**src/rtl/feedback_scorer.sv**
```systemverilog
// Sequential Mastermind scorer: 4-cycle exact scan, 16-cycle colour scan, 1-cycle report.
// Optional loss tracking is enabled by defining SCORER_LOSE_EN.
module feedback_scorer #(
    parameter int unsigned MAX_TURNS = 8
) (
    input  logic       clk,
    input  logic       reset_n,
    input  logic       clear,
    input  logic       start,
    input  logic [2:0] code0,
    input  logic [2:0] code1,
    input  logic [2:0] code2,
    input  logic [2:0] code3,
    input  logic [2:0] guess0,
    input  logic [2:0] guess1,
    input  logic [2:0] guess2,
    input  logic [2:0] guess3,
    output logic       busy,
    output logic       done,
    output logic [2:0] exact,
    output logic [2:0] partial,
    output logic [1:0] peg0,
    output logic [1:0] peg1,
    output logic [1:0] peg2,
    output logic [1:0] peg3,
    output logic       won,
    output logic       lost,
    output logic [3:0] turns_used
);

    if (MAX_TURNS < 1 || MAX_TURNS > 15) begin : g_bad_max_turns
        $error("feedback_scorer: MAX_TURNS must be 1..15");
    end

    typedef enum logic [1:0] {IDLE, EXACT, PARTIAL, REPORT} state_t;

    state_t     state, state_next;
    logic [2:0] code_q  [4];
    logic [2:0] guess_q [4];
    logic [3:0] gu, cu;
    logic [2:0] ecnt, pcnt;
    logic [3:0] idx;
    logic [1:0] pos_i, pos_j;
    logic       accept;
    logic [3:0] turns_next;
    logic [2:0] match_sum;
    logic [1:0] peg_fill [4];
    logic [1:0] peg_q    [4];

    assign accept     = (state == IDLE) && start && !won && !lost && !clear;
    assign busy       = (state != IDLE);
    assign turns_next = (turns_used == 4'd15) ? 4'd15 : turns_used + 4'd1;
    assign match_sum  = ecnt + pcnt;

    // EXACT walks idx[1:0]; PARTIAL walks idx as {i, j}, i outer
    assign pos_i = (state == PARTIAL) ? idx[3:2] : idx[1:0];
    assign pos_j = idx[1:0];

    always_ff @(posedge clk or negedge reset_n) begin
        if (!reset_n) state <= IDLE;
        else          state <= state_next;
    end

    always_comb begin
        state_next = state;
        if (clear) begin
            state_next = IDLE;
        end else begin
            unique case (state)
                IDLE:    if (accept)         state_next = EXACT;
                EXACT:   if (idx == 4'd3)    state_next = PARTIAL;
                PARTIAL: if (idx == 4'd15)   state_next = REPORT;
                REPORT:                      state_next = IDLE;
            endcase
        end
    end

    always_comb begin
        for (int unsigned k = 0; k < 4; k++) begin
            peg_fill[k] = 2'd0;
            if (3'(k) < ecnt)           peg_fill[k] = 2'd2;
            else if (3'(k) < match_sum) peg_fill[k] = 2'd1;
        end
    end

    always_ff @(posedge clk or negedge reset_n) begin
        if (!reset_n) begin
            code_q     <= '{default: '0};
            guess_q    <= '{default: '0};
            gu         <= '0;
            cu         <= '0;
            ecnt       <= '0;
            pcnt       <= '0;
            idx        <= '0;
            done       <= 1'b0;
            exact      <= '0;
            partial    <= '0;
            peg_q      <= '{default: '0};
            won        <= 1'b0;
            turns_used <= '0;
        end else if (clear) begin
            gu         <= '0;
            cu         <= '0;
            ecnt       <= '0;
            pcnt       <= '0;
            idx        <= '0;
            done       <= 1'b0;
            exact      <= '0;
            partial    <= '0;
            peg_q      <= '{default: '0};
            won        <= 1'b0;
            turns_used <= '0;
        end else begin
            done <= 1'b0;
            unique case (state)
                IDLE: begin
                    if (accept) begin
                        code_q  <= '{code0, code1, code2, code3};
                        guess_q <= '{guess0, guess1, guess2, guess3};
                        gu      <= '0;
                        cu      <= '0;
                        ecnt    <= '0;
                        pcnt    <= '0;
                        idx     <= '0;
                    end
                end
                EXACT: begin
                    if (guess_q[pos_i] == code_q[pos_i]) begin
                        gu[pos_i] <= 1'b1;
                        cu[pos_i] <= 1'b1;
                        ecnt      <= ecnt + 3'd1;
                    end
                    idx <= (idx == 4'd3) ? 4'd0 : idx + 4'd1;
                end
                PARTIAL: begin
                    if (!gu[pos_i] && !cu[pos_j] && guess_q[pos_i] == code_q[pos_j]) begin
                        gu[pos_i] <= 1'b1;
                        cu[pos_j] <= 1'b1;
                        pcnt      <= pcnt + 3'd1;
                    end
                    idx <= idx + 4'd1;
                end
                REPORT: begin
                    exact      <= ecnt;
                    partial    <= pcnt;
                    peg_q      <= peg_fill;
                    turns_used <= turns_next;
                    if (ecnt == 3'd4) won <= 1'b1;
                    done       <= 1'b1;
                end
            endcase
        end
    end

    assign peg0 = peg_q[0];
    assign peg1 = peg_q[1];
    assign peg2 = peg_q[2];
    assign peg3 = peg_q[3];

`ifdef SCORER_LOSE_EN
    always_ff @(posedge clk or negedge reset_n) begin
        if (!reset_n) begin
            lost <= 1'b0;
        end else if (clear) begin
            lost <= 1'b0;
        end else if (state == REPORT && turns_next == 4'(MAX_TURNS) && ecnt != 3'd4) begin
            lost <= 1'b1;
        end
    end
`else
    assign lost = 1'b0;
`endif

endmodule
```
**config.mk**
```make
export PLATFORM = sky130hd
export DESIGN_NAME = feedback_scorer
export DESIGN_NICKNAME = d
export VERILOG_FILES = /design/src/rtl/feedback_scorer.sv
export SDC_FILE = /design/constraint.sdc
export NUM_CORES = 1
export LEC_CHECK = 0
export CAP_MARGIN = 5
export CORE_UTILIZATION = 30
export DETAILED_ROUTE_END_ITERATION = 8
export PLACE_DENSITY = 0.55
export SYNTH_ARGS = -nofsm -noshare
export SYNTH_HDL_FRONTEND = slang
export SYNTH_SLANG_ARGS = --single-unit
export TNS_END_PERCENT = 20
```
**constraint.sdc**
```tcl
create_clock -name clk -period 7.2 [get_ports clk]
set_input_delay 1.08 -clock clk [delete_from_list [all_inputs] [get_ports clk]]
set_output_delay 1.08 -clock clk [all_outputs]
set_load 0.03 [all_outputs]
```
==> metrics.txt, run 1 <==
status finished clean; layout overhead on the synthesized area 26.5%; postcts setup bufs 0; drt drc 0; Worst EP required about 7.4 ns; post-CTS sizing 0; CP Capture Type flop; Worst Tran Pin Value 1.05 ns; share of synthesized area spent on multiplexers 17.2%; RePlAce Congestion 0.762; chip width around 110 um; Fin. Hold Viols 0; Clock Pin Slew Worst Setup and Hold Paths around 0.06 ns; Root Driver clkbuf_16; site row count 38; mean routed wirelength per cell around 14 um; largest net degree at the start of global routing 64; fmax 0.278 GHz; Leakage 1.86 nW; commonest non-fill, non-tap cell in the layout dfrtp_1; synthesized instance count 314; later-pin clock latency in the skew report 0.33 ns; Hold Buf Count CTS 0; Final HPWL DP 5240 um; Starting Density 31.4%; initial antenna violation count 0; hold crit path type flop to flop; number of flops mapped to enable cells by yosys 0; CTS H-Tree Depth 3; vias in the first global route ~2500; fin nets 402; setup slack after layout 3.61 ns; minimum clock period approximately 3.6 ns; number of fill cells in the layout 1123; drt initial violations 125; Seq/Total Area, Yosys between 40 and 50%; Placed Cells 488; share of the synthesized netlist area taken by xor and xnor gates 4.54%; Unique masters post-synth 53; IO Pins 50; core area approximately 11000 um^2; n_diodes 0; global-route wire length before repair 12500 um; Int Pwr roughly 1.0 mW; RSZ-0062 raised after global routing false; overall global routing resource usage a little over an eighth; syn nets roughly 360; die footprint 12000 um^2; Max Cap Viol 0; clock buffer depth 2; total CTS buffers 9; Worst Path Arrival 3.81 ns; crit share post-route 49.9%; Compound-Gate Fraction of Synth Area 10.7%; grt ovf 0; main combinational cell family by area after synthesis multiplexers; Pwr Density 353 nW/um^2; Simple-Gate Fraction of Synth Area a little under an eighth; Post-synth top flop dfrtp_1; routed vias 2515; Max VDD drop roughly 0.15 mV; Switch Pwr between 0.5 and 0.6 mW; Max Slew Vio Count 0; Mapped Area around 3500 um^2; Setup violations, final 0; Flop pwr share 34.2%; critical path type input port to flop; CTS tree built; critical-path maximum fanout 28; Worst Skew 0.00778 ns; YS warnings 0; Routed Antenna Nets 0; Power Total 1.55 mW; Adder-Cell Fraction of Synth Area 5.62%; syn_area_per_cell around 11 um^2; Clk pwr share around 32%; CTS sink count 63; worst slack, placed around 3.2 ns; commonest cells after routing, fill and taps aside dfrtp_1 (63), clkdlybuf4s50_1 (47), nor2_1 (27), mux2_2 (26); DRT Pass-1 Iters 4; Async SR Flop Fraction 100%; share of layout cells above drive strength 1 16.8%; switch share 33.1%; Startpoint Class input port; setup TNS 0 ns; post-route non-filler standard cell count 504; PortBufs 48; combinational power share roughly a third; drt total wl between 7000 and 8000 um; Yosys reg bits 63; Via density 4.99; die height 110 um; Slew Limit Headroom between 30% and 40%
power groups by stage:
stage                     clock, mW  combinational, mW  sequential (mW)
after floorplan                   0              0.411            0.514
after global placement            0              0.517            0.534
after detailed placement          0              0.530            0.536
after CTS                     0.509              0.532            0.531
after global routing          0.528              0.576            0.543
final                         0.498              0.523            0.530
critical path, cell delays in order:
cell	delay [ns]
clkdlybuf4s50_1	0.92
inv_1	0.42
and4_1	0.94
mux2_2	0.42
Yosys cell counts, types with 2 or more instances:
master     instances  area (um^2)
a21oi_1           11         55.1
or4_1              2         15.0
mux2i_1           18          180
o21ai_0           11         55.1
a211oi_1           6         45.0
ha_1              14          175
a21o_1             3         22.5
buf_1              3         11.3
nand2_1           16         60.1
a31oi_1            2         12.5
a21oi_2            3         26.3
nand3_1           12         60.1
a2bb2oi_1          2         17.5
and4b_1            2         20.0
clkbuf_1           6         22.5
buf_4              4         30.0
xnor2_1           18          158
o311ai_0           3         26.3
inv_1             17         63.8
buf_6              2         22.5
mux2_2            26          293
nand4_1            4         25.0
nor3_1             6         30.0
nor4_1             2         12.5
nor2_1            27          101
dfrtp_1           63         1580
mux4_2             5          113
routing by layer:
| metal | GRT usage, % | share of wire [%] | vias to the layer above |
|---|---|---|---|
| li1 | - | - | 1223 |
| met1 | 17.2 | 46 | 1216 |
| met2 | 22.1 | 48 | 66 |
| met3 | 4.21 | 4.6 | 10 |
| met4 | 4.19 | 1.4 | 0 |
| met5 | 0 | 0 | - |
final timing paths:
check | slack [ns] | start | cells past startpoint | end
max | 3.61 | clear | 4 | guess_q[5]
min | 0.52 | gu[0] | 2 | gu[0]
max reg2reg | 3.79 | state[0] | 10 | cu[0]
min reg2reg | 0.52 | gu[0] | 2 | gu[0]
max in group asynchronous | 5.75 | reset_n | 2 | idx[1]
min in group asynchronous | 0.92 | reset_n | 2 | turns_used[2]
flip-flops by register name (all words and copies together), names as in the netlist, 2 cells and up:
signal      cells
code_q         12
guess_q        12
cu              4
gu              4
idx             4
turns_used      4
ecnt            3
exact           3
partial         3
pcnt            3
peg0            2
peg1            2
peg2            2
state           2
cells by family (layout without fill, tap and decap cells):
logic type      after synthesis  count (layout)
compound gates               52              52
mux                          50              50
xor+xnor                     18              18
buf+inv                      33              83
flops                        63              63
fa+ha+maj                    15              15
other cells                   1               1
simple gates                 82              82
final cells by class:
type | instances | area (um^2) | area share (%)
repair buffers | 50 | 490 | 11.2
flip-flops and latches | 63 | 1580 | 35.9
inverters | 17 | 63.8 | 1.45
well taps | 140 | 175 | 3.99
clock inverters | 7 | 121 | 2.76
clock buffers | 9 | 225 | 5.12
multi-input cells | 218 | 1740 | 39.7
through the flow:
step                hold slack [ns]  cell area [um^2]  util (%)
finish                        0.518              4400      39.7
global route                  0.560              4400      39.7
CTS                           0.519              4400      39.7
detailed placement            0.510              4050      36.5
global placement              0.498              4050      36.5
floorplan                     0.465              3470         -
No activity file was read; power rests on OpenSTA's default activity.
==> inputs of run 2 (changes only) <==
--- a/config.mk
+++ b/config.mk
@@ -8,7 +8,7 @@
 export CAP_MARGIN = 5
 export CORE_UTILIZATION = 30
 export DETAILED_ROUTE_END_ITERATION = 8
-export PLACE_DENSITY = 0.55
+export PLACE_DENSITY = 0.57
 export SYNTH_ARGS = -nofsm -noshare
 export SYNTH_HDL_FRONTEND = slang
 export SYNTH_SLANG_ARGS = --single-unit
==> constraint.sdc (replaced) <==
create_clock -name clk -period 3.1 [get_ports clk]
set_input_delay 0.465 -clock clk [delete_from_list [all_inputs] [get_ports clk]]
set_output_delay 0.465 -clock clk [all_outputs]
set_load 0.03 [all_outputs]
==> run 2 against run 1 <==
Against the previous run: clock-buffer cell count rose by 1; cell count rose by 1.4%; register-to-register slack got worse by 3.5 ns; non-clock buffer count rose by 7; clock skew fell by 0.0035 ns; global-route usage rose by 0.71 points; die area did not move.
==> metrics.txt, run 2 (synthesis results as in run 1) <==
setup slack after layout 0.245 ns; core area 11100 um^2; largest net degree at the start of global routing 33; Crit path max-delay family simple AND/OR/NAND/NOR gates; minimum clock period 2.85 ns; total CTS buffers 9; commonest non-fill, non-tap cell in the layout dfrtp_1; n_diodes 0; Startpoint Class flop; fin nets 409; Root Driver clkbuf_16; CP max stage cell or4_1; CTS H-Tree Depth 3; Final Util 40.0%; Clock Pin Slew Worst Setup and Hold Paths around 0.05 ns; CTS sink count between 60 and 70; IO Pins 50; Buf+Inv Stages, Crit Path 2; Setup violations, final 0; Max Cap Viol 0; Power Total about 3.5 mW; RSZ-0062 raised after global routing false; RePlAce Congestion 0.759; drt total wl 7500 um; die footprint 12000 um^2; die height approximately 110 um; status finished clean; share of layout cells above drive strength 1 18.6%; CP Capture Type flop; Worst Skew between 0.004 and 0.005 ns; Leakage 1.89 nW; critical path type flop to flop; Hold Buf Count CTS 0; crit share post-route 92.1%; critical-path maximum fanout 11; biggest regs code_q (12), guess_q (12); Via density 5.00; Final HPWL DP 5530 um; Max VDD drop 0.619 mV; critical path's largest stage delay 0.53 ns; site row count 38; Pwr Density 801 nW/um^2; Fin. Hold Viols 0; number of fill cells in the layout 1084; setup TNS 0 ns; Worst Tran Pin Value 0.692 ns; drt drc 0; Worst EP required 3.30 ns; clock buffer depth 2; routed vias 2553; initial antenna violation count 0; commonest cells after routing, fill and taps aside dfrtp_1 (63), clkdlybuf4s50_1 (47), nor2_1 (27), mux2_2 (26), mux2i_1 (18); Starting Density approximately a third; hold crit path type input port to asynchronous set/reset pin; Max Slew Vio Count 0; mean routed wirelength per cell 14.7 um; grt ovf 0; PortBufs 48; worst slack, placed 0.253 ns; DRT Pass-1 Iters 4; global-route wire length before repair 13100 um; crit-path cells inv_1 -> ha_1 -> mux2i_2 -> buf_4 -> mux2i_1 -> nor2_1 -> nor3_2 -> nand4_1 -> or4_1 -> o311ai_0; CTS tree built; chip width approximately 110 um; Routed Antenna Nets 0; vias in the first global route 2624; postcts setup bufs 0; Worst Path Arrival 3.06 ns; Slew Limit Headroom 53.9%; layout overhead on the synthesized area 27.5%; overall global routing resource usage approximately 14%; drt initial violations 118; fmax 0.350 GHz; later-pin clock latency in the skew report 0.32 ns
run 2: cell count changes in the layout (fill, tap and decap cells not counted):
cell        change
buf_4           +7
bufinv_16       -1
clkbuf_1        +1
clkinv_2        +1
clkinv_4        -3
clkinvlp_4      +2
xnor2_1         -2
xnor2_2         +2
run 2: metrics by stage:
step,cells,hold WS (ns),cell area (um^2)
5_1_grt,511,0.240,4430
3_3_place_gp,495,0.505,4100
2_1_floorplan,314,0.169,3470
6_report,511,0.182,4430
3_5_place_dp,495,0.511,4100
4_1_cts,511,0.209,4420
run 2: power by group:
part           leakage (nW)  internal, mW  switching (mW)  total [mW]
Combinational         0.914         0.627           0.612        1.24
Sequential            0.824          1.02           0.224        1.25
Clock                 0.148         0.700           0.362        1.06
Total                  1.89          2.35            1.20        3.55
run 2: worst register-to-register path, cell delays in order, from the launching register on:
cell and delay [ns]:
dfrtp_1 0.40, inv_1 0.15, ha_1 0.39, mux2i_2 0.25, buf_4 0.22, mux2i_1 0.20
nor2_1 0.06, nor3_2 0.25, nand4_1 0.18, or4_1 0.53, o311ai_0 0.10
run 2: final timing paths:
path                           from       endpoint  slack [ns]  cells after the start
setup / recovery           state[0]        pcnt[0]        0.25                     10
hold / removal              reset_n  turns_used[2]        0.18                      1
setup reg to reg           state[0]        pcnt[0]        0.25                     10
hold reg to reg               gu[0]          gu[0]        0.52                      2
max in group asynchronous   reset_n          gu[0]        2.16                      2
min in group clk              gu[0]          gu[0]        0.52                      2
run 2: layer usage:
metal	share of wire, %	track usage [%]	up-vias
li1	-	-	1235
met5	0	0	-
met1	46	17.5	1260
met4	1.3	5.24	0
met2	49	24.4	50
met3	3.6	3.26	8
run 2: area by class of cell:
| type | count | area (um^2) | area share [%] |
|---|---|---|---|
| Tap cell | 140 | 175 | 3.95 |
| Timing Repair Buffer | 57 | 543 | 12.3 |
| Clock buffer | 10 | 229 | 5.17 |
| Inverter | 17 | 63.8 | 1.44 |
| Clock inverter | 6 | 85.1 | 1.92 |
| Sequential cell | 63 | 1580 | 35.6 |
| Multi-Input combinational cell | 218 | 1760 | 39.7 |
run 2: repair_timing:
action / 4_1_cts / 5_1_grt
endpoints found under the hold margin: 0 / 0
gates resized for setup: 0 / 2
setup endpoints to repair: 0 / 4
==> inputs of run 3 (changes only) <==
--- a/config.mk
+++ b/config.mk
@@ -5,7 +5,7 @@
 export SDC_FILE = /design/constraint.sdc
 export NUM_CORES = 1
 export LEC_CHECK = 0
-export CAP_MARGIN = 5
+export CAP_MARGIN = 20
 export CORE_UTILIZATION = 30
 export DETAILED_ROUTE_END_ITERATION = 8
 export PLACE_DENSITY = 0.57
==> constraint.sdc (replaced) <==
create_clock -name clk -period 3.1 [get_ports clk]
set_input_delay 0.62 -clock clk [delete_from_list [all_inputs] [get_ports clk]]
set_output_delay 0.62 -clock clk [all_outputs]
set_load 0.03 [all_outputs]
==> run 3 against run 2 <==
Against the previous run: sequential cell count unchanged; utilization up 0.47 points; die area unchanged; register-to-register slack about the same; critical endpoint unchanged.
==> metrics.txt, run 3 (synthesis results as in run 1) <==
origin of the critical flop-to-flop path state[0]; worst slack, placed 0.215 ns; overall global routing resource usage 13.7%; drt initial violations 127; drt total wl 7450 um; n_diodes 0; biggest regs code_q (12), guess_q (12); R2R depth 10; Root Driver clkbuf_16; die height between 100 and 150 um; Crit Reg-Reg Endpoint pcnt[0]; grt ovf 0; Slew Limit Headroom a little under two thirds; Worst EP required around 3.3 ns; RePlAce Congestion roughly 0.78; fin nets 409; site row count 38; share of layout cells above drive strength 1 19.1%; Startpoint Class flop; initial antenna violation count 0; mean routed wirelength per cell 14.6 um; commonest cells after routing, fill and taps aside dfrtp_1 (63), clkdlybuf4s50_1 (47), nor2_1 (27), mux2_2 (26), mux2i_1 (18); Max Cap Viol 0; setup slack after layout ~0.24 ns; Clock Pin Slew Worst Setup and Hold Paths 0.05 ns; Via density 4.95; commonest non-fill, non-tap cell in the layout dfrtp_1; die footprint 12000 um^2; crit share post-route between 90 and 100%; critical-path maximum fanout 7; minimum clock period 2.86 ns; drt drc 0; IO Pins 50; Buf+Inv Stages, Crit Path 2; CTS sink count 63; DRT Pass-1 Iters 4; critical path type flop to flop; Max VDD drop 0.431 mV; global-route wire length before repair 12400 um; critical path's largest stage delay 0.54 ns; CP Capture Type flop; Final HPWL DP 5340 um; Starting Density approximately a third; CP max stage cell or4_1; RSZ-0062 raised after global routing false; chip width 110 um; Crit path max-delay family simple AND/OR/NAND/NOR gates; Routed Antenna Nets 0; most frequent CP cell mux2i_1; Worst Tran Pin Value 0.534 ns; clock buffer depth 2; Pwr Density 812 nW/um^2; Leakage roughly 1.9 nW; setup TNS 0 ns; routed vias 2532; fmax between 0.3 and 0.4 GHz; layout overhead on the synthesized area 29.0%; core area 11100 um^2; status finished clean; largest net degree at the start of global routing 64; Worst Skew 0.00284 ns; CTS H-Tree Depth 3; Fin. Hold Viols 0; Max Slew Vio Count 0; Setup violations, final 0; later-pin clock latency in the skew report 0.33 ns; Final Util between 40% and 50%; hold crit path type input port to asynchronous set/reset pin; PortBufs 48; crit-path cells inv_1 -> ha_1 -> mux2i_1 -> buf_4 -> mux2i_1 -> mux2i_1 -> xnor2_2 -> nand4_1 -> or4_1 -> o311ai_0; Worst Path Arrival about 3 ns; total CTS buffers 9; CTS tree built; vias in the first global route roughly 2600; Reg2Reg Setup Slack 0.24 ns
[run 3: per-stage QoR]
step | instance area [um^2] | instances | hold WS [ns] | total power, mW
2_1_floorplan | 3470 | 314 | 0.324 | 2.15
6_report | 4480 | 511 | 0.293 | 3.64
5_1_grt | 4480 | 511 | 0.317 | 3.86
3_5_place_dp | 4110 | 495 | 0.513 | 2.47
4_1_cts | 4460 | 511 | 0.302 | 3.64
3_3_place_gp | 4110 | 495 | 0.500 | 2.46
[run 3: what timing repair did]
action	in CTS	in global routing
buffers inserted	0	0
endpoints found under the setup margin	0	1
hold buffers	0	0
resized for setup	0	4
endpoints found under the hold margin	0	0
[run 3: how the worst max path moves through the flow]
stage,start,to,cells past startpoint
global placement,state[0],pcnt[0],10
detailed placement,state[0],cu[1],10
CTS,state[0],pcnt[0],10
finish,state[0],pcnt[0],10
global route,state[0],pcnt[0],10
floorplan,state[0],cu[2],10
[run 3: per-layer routing]
layer	part of all wire, %	vias to the layer above	routed length [um]	track usage, %
li1	-	1237	-	-
met4	1.6	0	116	5.33
met5	0	-	0	0
met3	3.6	8	268	3.85
met1	46	1238	3450	16.2
met2	48	49	3610	23.6
[run 3: report_power, final]
group          switching (mW)  total [mW]  internal [mW]
clock                   0.349        1.14          0.792
combinational           0.615        1.26          0.646
sequential              0.213        1.24           1.02
total                    1.18        3.64           2.46
[run 3: area by class of cell]
class | instances | area, um^2
inverter | 17 | 63.8
fill | 1108 | 6600
sequential | 63 | 1580
clock inverter | 2 | 60.1
tap | 140 | 175
timing repair buffer | 57 | 556
multi-input combinational | 218 | 1770
clock buffer | 14 | 284
